<file path="src/rtl/cmp_result_monitor.sv">
// Outcome monitor behind the 8-bit magnitude comparator: saturating per-flag counters, sticky one-hot error and an eq-lock FSM.
// Optional CMP_TREND_EN adds a 2-bit gt/lt trend output built from the last four legal non-eq samples.
module cmp_result_monitor #(
    parameter int unsigned CNT_W  = 16,
    parameter int unsigned LOCK_N = 4,
    parameter int unsigned LOSS_N = 2
) (
    input  logic             clk,
    input  logic             rst_n,
    input  logic             in_valid,
    input  logic             eq,
    input  logic             gt,
    input  logic             lt,
    input  logic             clear,
    output logic [CNT_W-1:0] cnt_eq,
    output logic [CNT_W-1:0] cnt_gt,
    output logic [CNT_W-1:0] cnt_lt,
    output logic             lock,
    output logic             lock_pulse,
    output logic             err_onehot
`ifdef CMP_TREND_EN
    ,
    output logic [1:0]       trend
`endif
);

    localparam logic [8:0] LOCK_C = 9'(LOCK_N);
    localparam logic [8:0] LOSS_C = 9'(LOSS_N);

    typedef enum logic {SEARCH, LOCKED} state_t;

    state_t           r_state;
    logic [7:0]       r_run;
    logic [7:0]       r_miss;
    logic [CNT_W-1:0] r_cnt_eq;
    logic [CNT_W-1:0] r_cnt_gt;
    logic [CNT_W-1:0] r_cnt_lt;
    logic             r_lock;
    logic             r_lock_pulse;
    logic             r_err;

    logic             w_legal;
    logic [8:0]       w_run_inc;
    logic [8:0]       w_miss_inc;

    function automatic logic [CNT_W-1:0] sat_inc(input logic [CNT_W-1:0] v);
        return (&v) ? v : v + 1'b1;
    endfunction

    assign w_legal    = (eq & ~gt & ~lt) | (~eq & gt & ~lt) | (~eq & ~gt & lt);
    assign w_run_inc  = {1'b0, r_run} + 9'd1;
    assign w_miss_inc = {1'b0, r_miss} + 9'd1;

    always_ff @(posedge clk or negedge rst_n) begin
        if (!rst_n) begin
            r_state      <= SEARCH;
            r_run        <= '0;
            r_miss       <= '0;
            r_cnt_eq     <= '0;
            r_cnt_gt     <= '0;
            r_cnt_lt     <= '0;
            r_lock       <= 1'b0;
            r_lock_pulse <= 1'b0;
            r_err        <= 1'b0;
        end else if (clear) begin
            // clear wins over any same-cycle sample, which is dropped
            r_state      <= SEARCH;
            r_run        <= '0;
            r_miss       <= '0;
            r_cnt_eq     <= '0;
            r_cnt_gt     <= '0;
            r_cnt_lt     <= '0;
            r_lock       <= 1'b0;
            r_lock_pulse <= 1'b0;
            r_err        <= 1'b0;
        end else begin
            r_lock_pulse <= 1'b0;
            if (in_valid && !w_legal) begin
                r_err   <= 1'b1;
                r_state <= SEARCH;
                r_lock  <= 1'b0;
                r_run   <= '0;
                r_miss  <= '0;
            end else if (in_valid) begin
                if (eq) r_cnt_eq <= sat_inc(r_cnt_eq);
                if (gt) r_cnt_gt <= sat_inc(r_cnt_gt);
                if (lt) r_cnt_lt <= sat_inc(r_cnt_lt);
                case (r_state)
                    SEARCH: begin
                        if (eq) begin
                            if (w_run_inc == LOCK_C) begin
                                r_state      <= LOCKED;
                                r_lock       <= 1'b1;
                                r_lock_pulse <= 1'b1;
                                r_run        <= '0;
                                r_miss       <= '0;
                            end else begin
                                r_run <= w_run_inc[7:0];
                            end
                        end else begin
                            r_run <= '0;
                        end
                    end
                    LOCKED: begin
                        if (eq) begin
                            r_miss <= '0;
                        end else if (w_miss_inc == LOSS_C) begin
                            r_state <= SEARCH;
                            r_lock  <= 1'b0;
                            r_miss  <= '0;
                        end else begin
                            r_miss <= w_miss_inc[7:0];
                        end
                    end
                    default: begin
                        r_state <= SEARCH;
                        r_lock  <= 1'b0;
                    end
                endcase
            end
        end
    end

    assign cnt_eq     = r_cnt_eq;
    assign cnt_gt     = r_cnt_gt;
    assign cnt_lt     = r_cnt_lt;
    assign lock       = r_lock;
    assign lock_pulse = r_lock_pulse;
    assign err_onehot = r_err;

`ifdef CMP_TREND_EN
    // History is a run length of identical non-eq outcomes, capped at 4
    logic       r_dir_gt;
    logic [2:0] r_same;
    logic [1:0] r_trend;
    logic [2:0] w_same_nxt;

    always_comb begin
        w_same_nxt = 3'd1;
        if (r_same != 3'd0 && r_dir_gt == gt)
            w_same_nxt = (r_same == 3'd4) ? 3'd4 : r_same + 3'd1;
    end

    always_ff @(posedge clk or negedge rst_n) begin
        if (!rst_n) begin
            r_dir_gt <= 1'b0;
            r_same   <= '0;
            r_trend  <= 2'b00;
        end else if (clear || (in_valid && !w_legal)) begin
            r_dir_gt <= 1'b0;
            r_same   <= '0;
            r_trend  <= 2'b00;
        end else if (in_valid && !eq) begin
            r_dir_gt <= gt;
            r_same   <= w_same_nxt;
            r_trend  <= (w_same_nxt == 3'd4) ? (gt ? 2'b01 : 2'b10) : 2'b00;
        end
    end

    assign trend = r_trend;
`endif

endmodule

</file>
<file path="config.mk">
export PLATFORM = sky130hd
export DESIGN_NAME = cmp_result_monitor
export DESIGN_NICKNAME = d
export VERILOG_FILES = /design/src/rtl/cmp_result_monitor.sv
export SDC_FILE = /design/constraint.sdc
export NUM_CORES = 1
export LEC_CHECK = 0
export ABC_AREA = 1
export BUFFER_PORTS_ARGS = -buffer_cell sky130_fd_sc_hd__buf_2
export CORE_MARGIN = 2
export CORE_UTILIZATION = 64
export CTS_BUF_LIST = sky130_fd_sc_hd__clkbuf_2 sky130_fd_sc_hd__clkbuf_4 sky130_fd_sc_hd__clkbuf_8
export CTS_CLUSTER_SIZE = 25
export DETAILED_ROUTE_END_ITERATION = 8
export GPL_TIMING_DRIVEN = 0
export PLACE_DENSITY = 0.95
export SYNTH_ARGS = -nofsm -noshare
export SYNTH_HDL_FRONTEND = slang
export SYNTH_SLANG_ARGS = --single-unit
</file>
<file path="constraint.sdc">
create_clock -name clk -period 3.8 [get_ports clk]
set_input_delay 0.57 -clock clk [delete_from_list [all_inputs] [get_ports clk]]
set_output_delay 0.57 -clock clk [all_outputs]
set_load 0.01 [all_outputs]
</file>
**Yosys cells after proc, flatten, opt, wreduce, memory -nomap -nowiden**

Cells that the tools add are included.

- Flip-flop bits (word level): 68
- Input bits: 7
- Output and inout bits: 51
- Logic and storage cells: 105

- Add/sub/neg operators: 5
- Equal/unequal tests: 11
- Multiplexer cells: 51
- Bitwise operators: 12
- Reduce and logical (&&, ||, !) cells: 17

Operators with widths:

| operator | count |
|---|---|
| $mux 16 | 15 |
| $mux 8 | 13 |
| $add 16x1->16 const B | 3 |
| $reduce_and 16->1 | 3 |
| $mux 1 | 20 |
| $add 8x1->9 const B | 2 |
| $pmux 8 s2 | 1 |
| $reduce_and 4->1 | 3 |
| $reduce_bool 2->1 | 5 |
| $eq 9x2->1 const B | 1 |
| $eq 9x3->1 const B | 1 |
| $ne 2x2->1 const B | 4 |
| $ne 4x4->1 const B | 2 |
| $and 1x1->1 | 6 |
| $reduce_and 5->1 | 1 |
| $ne 4x2->1 const B | 1 |
| $ne 4x3->1 const B | 1 |
| $not 1->1 | 4 |
| $pmux 1 s2 | 2 |
| $ne 3x2->1 const B | 1 |
| $reduce_and 3->1 | 1 |
| $reduce_bool 3->1 | 1 |
| $or 1x1->1 | 2 |
| $reduce_and 2->1 | 1 |
| 2 further kinds | 2 |

**Longest topological paths before layout**

Gate-level depths: netlist (run 1).

- Depth after elaboration: 9
- Gate-level depth with buffers: 13
- Gate-level depth less buffers: 13

**Worst setup path before layout (run 1)**

OpenSTA, ideal clock, no wires.

- Path type: register -> register
- Start point: reg r_cnt_lt[0] (netlist: cnt_lt[0])
- End point: reg r_cnt_lt[3] (netlist: cnt_lt[3])
- Library setup time: 135 ps
- Data arrival time: 1548 ps
- Data required time: 3665 ps
- Path slack: 2117 ps
- Cell stages (with the launch flop): 10
- Buffers on the path: 1
- Period minus slack after synthesis: 1683 ps
- Cell sequence: dfrtp_1 ha_1 nand3_1 nor2_2 nand3_1 nand2_1 nand2_2 buf_2 a21oi_1 nor3_1

- Cells in the longest elaborated chain, start to end: 6
- Elaborated cells on any way between the ends: 9
- Classes of those cells: add/sub (1); eq/ne (1); mux (5); reduce/logical (2)

RTL lines:

| item | RTL line | RTL |
|---|---|---|
| start: declaration | 37 | `logic [CNT_W-1:0] r_cnt_lt;` |
| start signal: assignment | 87 | `if (lt) r_cnt_lt <= sat_inc(r_cnt_lt);` |
| $add 16x1->16 | 47 | `return (&v) ? v : v + 1'b1;` |
| $mux 16 | 47 |  |
| $mux 16 | 87 |  |
| $mux 16 | 84 | `end else if (in_valid) begin` |
| $mux 16 | 78 | `if (in_valid && !w_legal) begin` |
| $mux 16 | 65 | `end else if (clear) begin` |

Parallel ways exist; a longest one is shown, timed or not. The select of a mux whose other input is x is not followed.
A chain may end at the register's enable or synchronous reset.

**Final worst setup path (run 1)**

Ends and elaborated chain as after synthesis.

==> results.sh, run 1 <==
export IMPL_status="finished, final reports clean"
export IMPL_wl_met1_mm=4.41
export IMPL_synth_ff_type="dfrtp_1"
export IMPL_clkLatencyLatePin_ns=0.36
export IMPL_fmax_mhz=488
export IMPL_relSlewSlack=0.436
export IMPL_path_common_cell="nand3_1"
export IMPL_wl_met3_um=803
export IMPL_ir_worst_vdd_mv=0.221
export IMPL_drt_pass1_iter_count=5
export IMPL_clk_pin_slew_ns=0.07
export IMPL_path_cells="ha_1 -> nand3_1 -> nor2_2 -> nand3_1 -> nand2_1 -> nand2_2 -> buf_2 -> a21oi_1 -> nor3_1"
export IMPL_max_cap_viol_count=0
export IMPL_grt_max_degree=69
export IMPL_synth_distinct_cells=37
export IMPL_synthToLayoutAreaGrowth_pct=14.3
export IMPL_rows=29
export IMPL_placedCellCount=705
export IMPL_critPathMaxStageDelay_ns=0.41
export IMPL_grt_pass1_vias=4080
export IMPL_antenna_found_initial=0
export IMPL_end_kind="flip-flop"
export IMPL_slowest_stage="dfrtp_1"
export IMPL_cts_sinks=68
export IMPL_dr_wl_met2_mm=5.13
export IMPL_post_cts_buffers=0
export IMPL_core_region_area_um2=6310
export IMPL_timing_final_crit_period_ns=2.05
export IMPL_clk_path_buf_depth=2
export IMPL_fillerInstances=469
export IMPL_fin_cells=720
export IMPL_post_drt_via_cell_ratio=6.01
export IMPL_yosysSeqAreaShare=0.409
export IMPL_clock_root_buffer="clkbuf_8"
export IMPL_skew_ns=0.0102
export IMPL_htree_levels=3
export IMPL_ant_nets=0
export IMPL_die_w_um=84.6
export IMPL_numCtsBuffers=9
export IMPL_mappedNetlistNets=585
export IMPL_p_leak_nw=2.32
export IMPL_grt_overflow_total=0
export IMPL_wl_mm=10.7
export IMPL_ys_ff_latch=68
export IMPL_postCtsHoldBufs=0
export IMPL_path_delay_family="simple AND/OR/NAND/NOR gates"
export IMPL_final_cell_mix="nand2_1 (148), dfrtp_1 (68), buf_2 (61)"
export IMPL_cp_arrival_ns=2.27
export IMPL_worst_path_max_fanout=10
export IMPL_multi_input_area_um2=2130
export IMPL_avgSynthCellArea_um2=7.28
export IMPL_grt_pass1_wl_mm=18.4
export IMPL_grtUsageTotal=0.316
export IMPL_cts_resized=0
export IMPL_worst_path_buf_inv=1
export IMPL_hold_viol=0
export IMPL_drc_errors=0
export IMPL_path_class="flip-flop to flip-flop"
export IMPL_finalWeightedCongestion=0.937
export IMPL_die_area_um2=7160
export IMPL_startpoint_type="flip-flop"
export IMPL_portBuffers=57
export IMPL_cp_required_ns=4.02
export IMPL_rsz0062_at_grt="false"
export IMPL_powerDensity_nw_per_um2=326
export IMPL_drv_slew=0
export IMPL_top_layer="met4"
export IMPL_drt_iter0_drc=364
export IMPL_worstHoldPathType="input port to asynchronous set/reset pin"
export IMPL_netlist_instances=571
export IMPL_setup_violations=0
export IMPL_regArea_um2=1700
export IMPL_fp_dieH_um=84.6
export IMPL_dpl_hpwl_mm=7.43
export IMPL_syn_area_um2=4160
export IMPL_n_antenna_cell=0
export IMPL_num_vias=4326
export IMPL_yosys_warnings=0
export IMPL_start_util=0.659
export IMPL_cts_tree="yes"
export IMPL_rrSetupSlack_ns=1.75
export IMPL_final_common_cell="nand2_1"
export IMPL_ios=58
export IMPL_final_net_count=653
export IMPL_synth_edf_count=0
export IMPL_tightestPinTransition_ns=0.846
export IMPL_drive_gt1_frac=0.171
export IMPL_synth_async_reset_ratio=1.00
export IMPL_wl_per_cell_um=14.8
export IMPL_finalSetupTns_ns=0
export IMPL_min_period_over_period=0.540
==> metrics by stage <==
stage | setup WS, ns | hold WS [ns] | cell area (um^2) | power, W | util
2_1_floorplan | 2.12 | 0.274 | 4160 | 0.000853 | -
3_3_place_gp | 1.81 | 0.471 | 4540 | 0.000908 | 0.719
3_5_place_dp | 1.75 | 0.482 | 4540 | 0.000918 | 0.720
4_1_cts | 1.78 | 0.361 | 4750 | 0.00154 | 0.753
5_1_grt | 1.61 | 0.400 | 4750 | 0.00160 | 0.753
6_report | 1.75 | 0.297 | 4750 | 0.00155 | 0.753
==> registers in the layout (all words and copies together) (netlist names) <==
register and flops:
cnt_lt 16, cnt_gt 16, r_state 1, r_miss 8, lock_pulse 1, cnt_eq 16, lock 1, err_onehot 1
r_run 8
==> cell type report <==
cell class | count | area share
Clock buffer | 14 | 0.0379
Timing Repair Buffer | 57 | 0.0605
Clock inverter | 1 | 0.00632
Sequential cell | 68 | 0.358
Inverter | 68 | 0.0540
Tap cell | 77 | 0.0203
Multi-Input combinational cell | 423 | 0.449
Buffer | 12 | 0.0140
==> power by group <==
part           switching, W  total (W)  leakage, nW  internal [W]
sequential        0.0000196   0.000759        0.940      0.000740
combinational      0.000105   0.000148         1.27     0.0000432
clock              0.000272   0.000640        0.110      0.000368
==> synth_stat cells, types with 2 or more instances <==
cell	n	area, um^2
nand2_1	148	556
dfrtp_1	68	1700
nand3_1	59	295
inv_1	58	218
nor2_1	55	206
o21ai_0	21	105
nand4_1	20	125
nor3_1	18	90.1
o21ai_1	15	75.1
xor2_1	15	131
o31ai_1	13	97.6
a21oi_1	12	60.1
inv_2	8	30.0
ha_1	7	87.6
nand2_2	7	43.8
buf_2	5	25.0
nand3_2	5	50.1
nor4_1	4	25.0
and3_1	3	18.8
clkbuf_1	3	11.3
nand3b_1	3	22.5
nor2_2	3	18.8
buf_1	2	7.51
nand2_4	2	22.5
nor2_4	2	22.5
nor3b_1	2	15.0
or2_2	2	12.5
xnor2_1	2	17.5
==> kinds of logic after synthesis <==
group	synth area share
xor+xnor	0.0358
compound gates	0.0869
flops	0.409
simple gates	0.369
fa+ha+maj	0.0211
buf+inv	0.0776
==> per-layer routing <==
layer,global-route usage,up-vias
met2,0.508,240
met3,0.0688,41
met4,0.144,0
li1,-,2016
met5,0,-
met1,0.411,2029
==> worst paths after layout <==
check / start / endpoint / depth (start not counted)
worst min register to register: lock$_DFFE_PN0P_ / lock$_DFFE_PN0P_ / 2
worst max-delay path: cnt_lt[0]$_DFFE_PN0P_ / cnt_lt[3]$_DFFE_PN0P_ / 9
min in group clk: lock$_DFFE_PN0P_ / lock$_DFFE_PN0P_ / 2
worst max register to register: cnt_lt[0]$_DFFE_PN0P_ / cnt_lt[3]$_DFFE_PN0P_ / 9
worst min-delay path: rst_n / r_miss[2]$_DFFE_PN0P_ / 1
max in group asynchronous: rst_n / cnt_lt[13]$_DFFE_PN0P_ / 1
Note: power is estimated with default switching activity, not from simulation.
==> run 2: changes to the inputs <==
Settings changed: CORE_UTILIZATION 64 to 54, PLACE_DENSITY 0.95 to 0.87.
Clock period 3.8 ns to 1.8 ns, I/O delays scaled along.
==> run 2 against run 1 <==
  * Non-clock buffer count up 20
  * Largest power group unchanged
  * Combinational power rose to 2.7 times the previous value
  * Highest routed layer unchanged
  * Worst setup slack worse by 1.7 ns
  * Count of clock-buffer cells in the layout down 3
==> results.sh, run 2 (same netlist as run 1, synthesis figures left out) <==
export IMPL_status="finished, final reports clean"
export IMPL_place_area_um2=4570
export IMPL_fin_hold_ws_ns=0.00775
export IMPL_synthToLayoutAreaGrowth_pct=23.1
export IMPL_drive_gt1_frac=0.247
export IMPL_dp_slack_ns=-0.129
export IMPL_startpoint="cnt_eq[0]$_DFFE_PN0P_"
export IMPL_ant_nets=0
export IMPL_n_antenna_cell=0
export IMPL_path_class="flip-flop to flip-flop"
export IMPL_die_w_um=91.8
export IMPL_grtUsageTotal=0.252
export IMPL_drt_iter0_drc=217
export IMPL_final_net_count=673
export IMPL_fin_cells=766
export IMPL_p_comb_frac=0.123
export IMPL_drc_errors=0
export IMPL_placedCellCount=730
export IMPL_min_period_over_period=0.991
export IMPL_cp_arrival_ns=2.05
export IMPL_clock_root_buffer="clkbuf_8"
export IMPL_start_util=0.547
export IMPL_rsz0062_at_grt="true"
export IMPL_p_clk_frac=0.387
export IMPL_fmax_mhz=561
export IMPL_power_frac_seq=0.490
export IMPL_wl_mm=10.8
export IMPL_max_cap_viol_count=0
export IMPL_powerDensity_nw_per_um2=637
export IMPL_grt_pass1_wl_mm=17.3
export IMPL_cts_tree="yes"
export IMPL_rrSetupSlack_ns=0.02
export IMPL_clk_path_buf_depth=2
export IMPL_cp_required_ns=2.07
export IMPL_setup_violations=0
export IMPL_intPower_w=0.00238
export IMPL_r2r_start="cnt_eq[0]$_DFFE_PN0P_"
export IMPL_ios=58
export IMPL_rows=32
export IMPL_skew_ns=0.0130
export IMPL_startpoint_type="flip-flop"
export IMPL_clkLatencyLatePin_ns=0.36
export IMPL_hold_viol=0
export IMPL_reg2reg_to="cnt_eq[5]$_DFFE_PN0P_"
export IMPL_num_vias=4215
export IMPL_portBuffers=57
export IMPL_drt_pass1_iter_count=6
export IMPL_dpl_hpwl_mm=7.21
export IMPL_ir_worst_vdd_mv=0.404
export IMPL_antenna_found_initial=0
export IMPL_drv_slew=0
export IMPL_final_cell_mix="nand2_1 (144), dfrtp_1 (62), buf_2 (57)"
export IMPL_relSlewSlack=0.434
export IMPL_final_common_cell="nand2_1"
export IMPL_p_switching_w=0.000886
export IMPL_die_area_um2=8420
export IMPL_timing_final_crit_period_ns=1.78
export IMPL_fp_dieH_um=91.8
export IMPL_worst_path_max_fanout=10
export IMPL_grt_overflow_total=0
export IMPL_cts_sinks=68
export IMPL_finalWeightedCongestion=0.912
export IMPL_post_drt_via_cell_ratio=5.50
export IMPL_core_region_area_um2=7610
export IMPL_r2r_cells=9
export IMPL_layout_setup_ws_ns=0.0164
export IMPL_grt_max_degree=69
export IMPL_power_w=0.00326
export IMPL_clk_pin_slew_ns=0.08
export IMPL_wl_per_cell_um=14.1
export IMPL_numCtsBuffers=9
export IMPL_end_kind="flip-flop"
export IMPL_worstHoldPathType="input port to asynchronous set/reset pin"
export IMPL_switching_share=0.272
export IMPL_fillerInstances=630
export IMPL_stdcell_area_um2=5120
export IMPL_htree_levels=3
export IMPL_tightestPinTransition_ns=0.850
export IMPL_grt_pass1_vias=3918
export IMPL_p_leak_nw=2.42
==> run 2: cell count changes in the layout (fill, tap and decap cells not counted), moves of 5 or more <==
cell     change
buf_4       +16
buf_6        +6
dfrtp_1      -6
dfrtp_2      +6
nor2_1       -5
o21ai_0      -5
==> run 2: layout make-up <==
cell class	instances	area, um^2	area share
multi-input combinational	423	2270	0.443
tap	102	128	0.0249
clock buffer	11	139	0.0271
sequential	68	1710	0.334
timing repair buffer	77	467	0.0912
buffer	12	95.1	0.0186
clock inverter	5	52.6	0.0103
inverter	68	263	0.0513
==> run 2: critical path: stages, from the launching register on <==
cell and delay [ns]:
dfrtp_1 0.39, ha_2 0.23, nand2_2 0.06, nand3b_1 0.21
nor2_2 0.19, nand3_2 0.14, nand2_4 0.16, buf_6 0.16
nand2_1 0.08, o31ai_2 0.07
==> run 2: how the worst max path moves through the flow <==
stage | end | depth (start not counted)
after detailed placement | cnt_eq[5]$_DFFE_PN0P_ | 9
final | cnt_eq[5]$_DFFE_PN0P_ | 9
after global placement | cnt_lt[11]$_DFFE_PN0P_ | 11
after CTS | cnt_lt[3]$_DFFE_PN0P_ | 9
after global routing | cnt_eq[8]$_DFFE_PN0P_ | 9
after floorplan | cnt_lt[3]$_DFFE_PN0P_ | 9
==> run 2: timing repair <==
item / in CTS / in global routing
buffers inserted: 6 / 13
pin swaps: 2 / 10
resized for setup: 11 / 50
hold buffers: 0 / 0
gates cloned: 0 / 1
endpoints found under the setup margin: 46 / 58
==> run 2: per-layer routing <==
layer,track usage,part of all wire,vias to the layer above
met5,0,0,-
li1,-,-,2058
met2,0.424,0.50,148
met4,0.123,0.026,0
met1,0.316,0.42,1982
met3,0.0411,0.053,27
==> run 2: power groups by stage <==
stage                     Sequential, W  Clock (W)  Combinational [W]
final                           0.00160    0.00126           0.000402
after global routing            0.00160    0.00135           0.000445
after floorplan                 0.00164          0           0.000165
after CTS                       0.00160    0.00128           0.000324
after detailed placement        0.00163          0           0.000307
after global placement          0.00163          0           0.000296
==> run 2: through the flow <==
| step | TNS (ns) | util |
|---|---|---|
| finish | 0 | 0.673 |
| global route | -1.32 | 0.673 |
| CTS | 0 | 0.637 |
| detailed placement | -2.36 | 0.601 |
| global placement | -0.522 | 0.601 |
| floorplan | 0 | - |
==> run 3: changes to the inputs <==
Settings changed: CORE_ASPECT_RATIO from default to 0.75, MAX_ROUTING_LAYER from default to met4.
==> run 3 against run 2 <==
  * The flow now finishes with violations (setup timing)
  * Count of clock-buffer cells in the layout down 2
  * Clock skew down 0.0057 ns
  * Non-clock buffer count up 8
  * Sequential share of layout area down 0.70 points
  * Die area about the same
  * Routed wire length up 12%
  * Global-route usage up 2.9 points
  * First-iteration DRC count up 76%
  * Worst hold slack better by 0.028 ns
  * Critical path depth down 1
  * Highest routed layer unchanged
==> results.sh, run 3 (same netlist as run 1, synthesis figures left out) <==
export IMPL_status="complete, but fails checks"
export IMPL_failed_checks="setup timing"
export IMPL_r2r_cells=8
export IMPL_post_drt_via_cell_ratio=5.88
export IMPL_power_w=0.00333
export IMPL_grt_overflow_total=0
export IMPL_tightestPinTransition_ns=0.868
export IMPL_worst_path_max_fanout=5
export IMPL_numCtsBuffers=9
export IMPL_p_switching_w=0.000950
export IMPL_final_cell_mix="nand2_1 (142), dfrtp_1 (60), buf_2 (57)"
export IMPL_final_common_cell="nand2_1"
export IMPL_grt_max_degree=69
export IMPL_clk_path_buf_depth=2
export IMPL_grt_pass1_wl_mm=18.5
export IMPL_final_net_count=682
export IMPL_postCtsHoldBufs=0
export IMPL_portBuffers=57
export IMPL_start_util=0.562
export IMPL_hold_viol=0
export IMPL_wl_per_cell_um=15.7
export IMPL_ir_worst_vdd_mv=0.342
export IMPL_num_vias=4552
export IMPL_core_region_area_um2=7400
export IMPL_antenna_found_initial=0
export IMPL_clk_pin_slew_ns=0.08
export IMPL_worstHoldPathType="input port to asynchronous set/reset pin"
export IMPL_power_frac_seq=0.482
export IMPL_p_comb_frac=0.140
export IMPL_rows=27
export IMPL_cp_depth=8
export IMPL_grt_pass1_vias=3957
export IMPL_dp_slack_ns=-0.208
export IMPL_ios=58
export IMPL_drive_gt1_frac=0.270
export IMPL_layout_setup_ws_ns=-0.0358
export IMPL_wl_mm=12.2
export IMPL_cts_sinks=68
export IMPL_p_clk_frac=0.379
export IMPL_drv_slew=0
export IMPL_grtUsageTotal=0.281
export IMPL_die_area_um2=8430
export IMPL_timing_final_crit_period_ns=1.84
export IMPL_worst_path_buf_inv=1
export IMPL_n_antenna_cell=0
export IMPL_skew_ns=0.00733
export IMPL_cts_tree="yes"
export IMPL_fp_dieH_um=80
export IMPL_fmax_mhz=545
export IMPL_intPower_w=0.00238
export IMPL_clock_root_buffer="clkbuf_8"
export IMPL_path_class="flip-flop to flip-flop"
export IMPL_cp_arrival_ns=2.07
export IMPL_slowest_stage="dfrtp_1"
export IMPL_end_kind="flip-flop"
export IMPL_ant_nets=0
export IMPL_drt_pass1_iter_count=5
export IMPL_finalWeightedCongestion=0.997
export IMPL_die_w_um=105
export IMPL_setup_violations=13
export IMPL_path_delay_family="simple AND/OR/NAND/NOR gates"
export IMPL_critPathMaxStageDelay_ns=0.44
export IMPL_synthToLayoutAreaGrowth_pct=25.9
export IMPL_p_leak_nw=2.47
export IMPL_clkLatencyLatePin_ns=0.35
export IMPL_powerDensity_nw_per_um2=636
export IMPL_max_cap_viol_count=0
export IMPL_min_period_over_period=1.02
export IMPL_cp_required_ns=2.03
export IMPL_htree_levels=3
export IMPL_place_area_um2=4570
export IMPL_stdcell_area_um2=5240
export IMPL_startpoint_type="flip-flop"
export IMPL_dpl_hpwl_mm=7.56
export IMPL_drt_iter0_drc=383
export IMPL_drc_errors=0
export IMPL_relSlewSlack=0.421
export IMPL_switching_share=0.285
export IMPL_path_cells="ha_4 -> nand2_2 -> nand3b_1 -> nor2_2 -> nand3_2 -> nand2_4 -> buf_4 -> o21ai_0"
export IMPL_rsz0062_at_grt="true"
-- run 3: changes by cell type in the layout (fill, tap and decap cells not counted), sizes merged --
cell,change
buf,+8
clkbuf,-2
clkinvlp,+2
nand2,+1
-- run 3: power groups by stage --
| stage | registers (W) | logic, W | clock network (W) |
|---|---|---|---|
| 6_report | 0.00160 | 0.000465 | 0.00126 |
| 5_1_grt | 0.00161 | 0.000507 | 0.00132 |
| 4_1_cts | 0.00159 | 0.000347 | 0.00125 |
| 3_5_place_dp | 0.00163 | 0.000309 | 0 |
| 3_3_place_gp | 0.00163 | 0.000296 | 0 |
| 2_1_floorplan | 0.00164 | 0.000165 | 0 |
-- run 3: cell type report --
cell class | instances | area [um^2]
buffer | 12 | 87.6
clock buffer | 9 | 124
clock inverter | 7 | 67.6
fill | 545 | 2160
inverter | 68 | 263
multi-input combinational | 424 | 2320
sequential | 68 | 1710
tap | 101 | 126
timing repair buffer | 85 | 534
-- run 3: worst paths after layout --
check | slack, ns | endpoint | from
max | -0.04 | cnt_eq[15]$_DFFE_PN0P_ | cnt_eq[1]$_DFFE_PN0P_
min | 0.04 | r_miss[7]$_DFFE_PN0P_ | rst_n
max reg2reg | -0.04 | cnt_eq[15]$_DFFE_PN0P_ | cnt_eq[1]$_DFFE_PN0P_
min reg2reg | 0.48 | lock$_DFFE_PN0P_ | lock$_DFFE_PN0P_
max in group asynchronous | 1.15 | cnt_lt[8]$_DFFE_PN0P_ | rst_n
min in group clk | 0.23 | lock_pulse$_DFF_PN0_ | in_valid
-- run 3: layer usage --
metal | vias to the layer above | share of wire | GRT usage
li1 | 2078 | - | -
met1 | 2124 | 0.42 | 0.385
met2 | 303 | 0.45 | 0.414
met3 | 47 | 0.098 | 0.0555
met4 | 0 | 0.030 | 0.111
met5 | - | 0 | -
-- run 3: timing repair --
item | 4_1_cts | 5_1_grt
setup buffers | 7 | 18
pin swaps | 2 | 21
cloned | 0 | 4
endpoints found under the hold margin | 0 | 0
setup endpoints to repair | 45 | 57
resized for setup | 14 | 58
-- run 3: metrics by stage --
| stage | util | hold slack [ns] | cells | setup TNS [ns] |
|---|---|---|---|---|
| after floorplan | - | -0.0256 | 571 | 0 |
| after global placement | 0.618 | 0.450 | 729 | -0.920 |
| after detailed placement | 0.618 | 0.439 | 729 | -3.07 |
| after CTS | 0.657 | 0.0660 | 752 | 0 |
| after global routing | 0.708 | 0.108 | 774 | -2.40 |
| final | 0.708 | 0.0362 | 774 | -0.199 |
-- run 3: worst register-to-register path: stages, from the launching register on --
cell and delay [ns]:
dfrtp_1 0.44, ha_4 0.19, nand2_2 0.07, nand3b_1 0.27
nor2_2 0.19, nand3_2 0.13, nand2_4 0.17, buf_4 0.16
o21ai_0 0.10
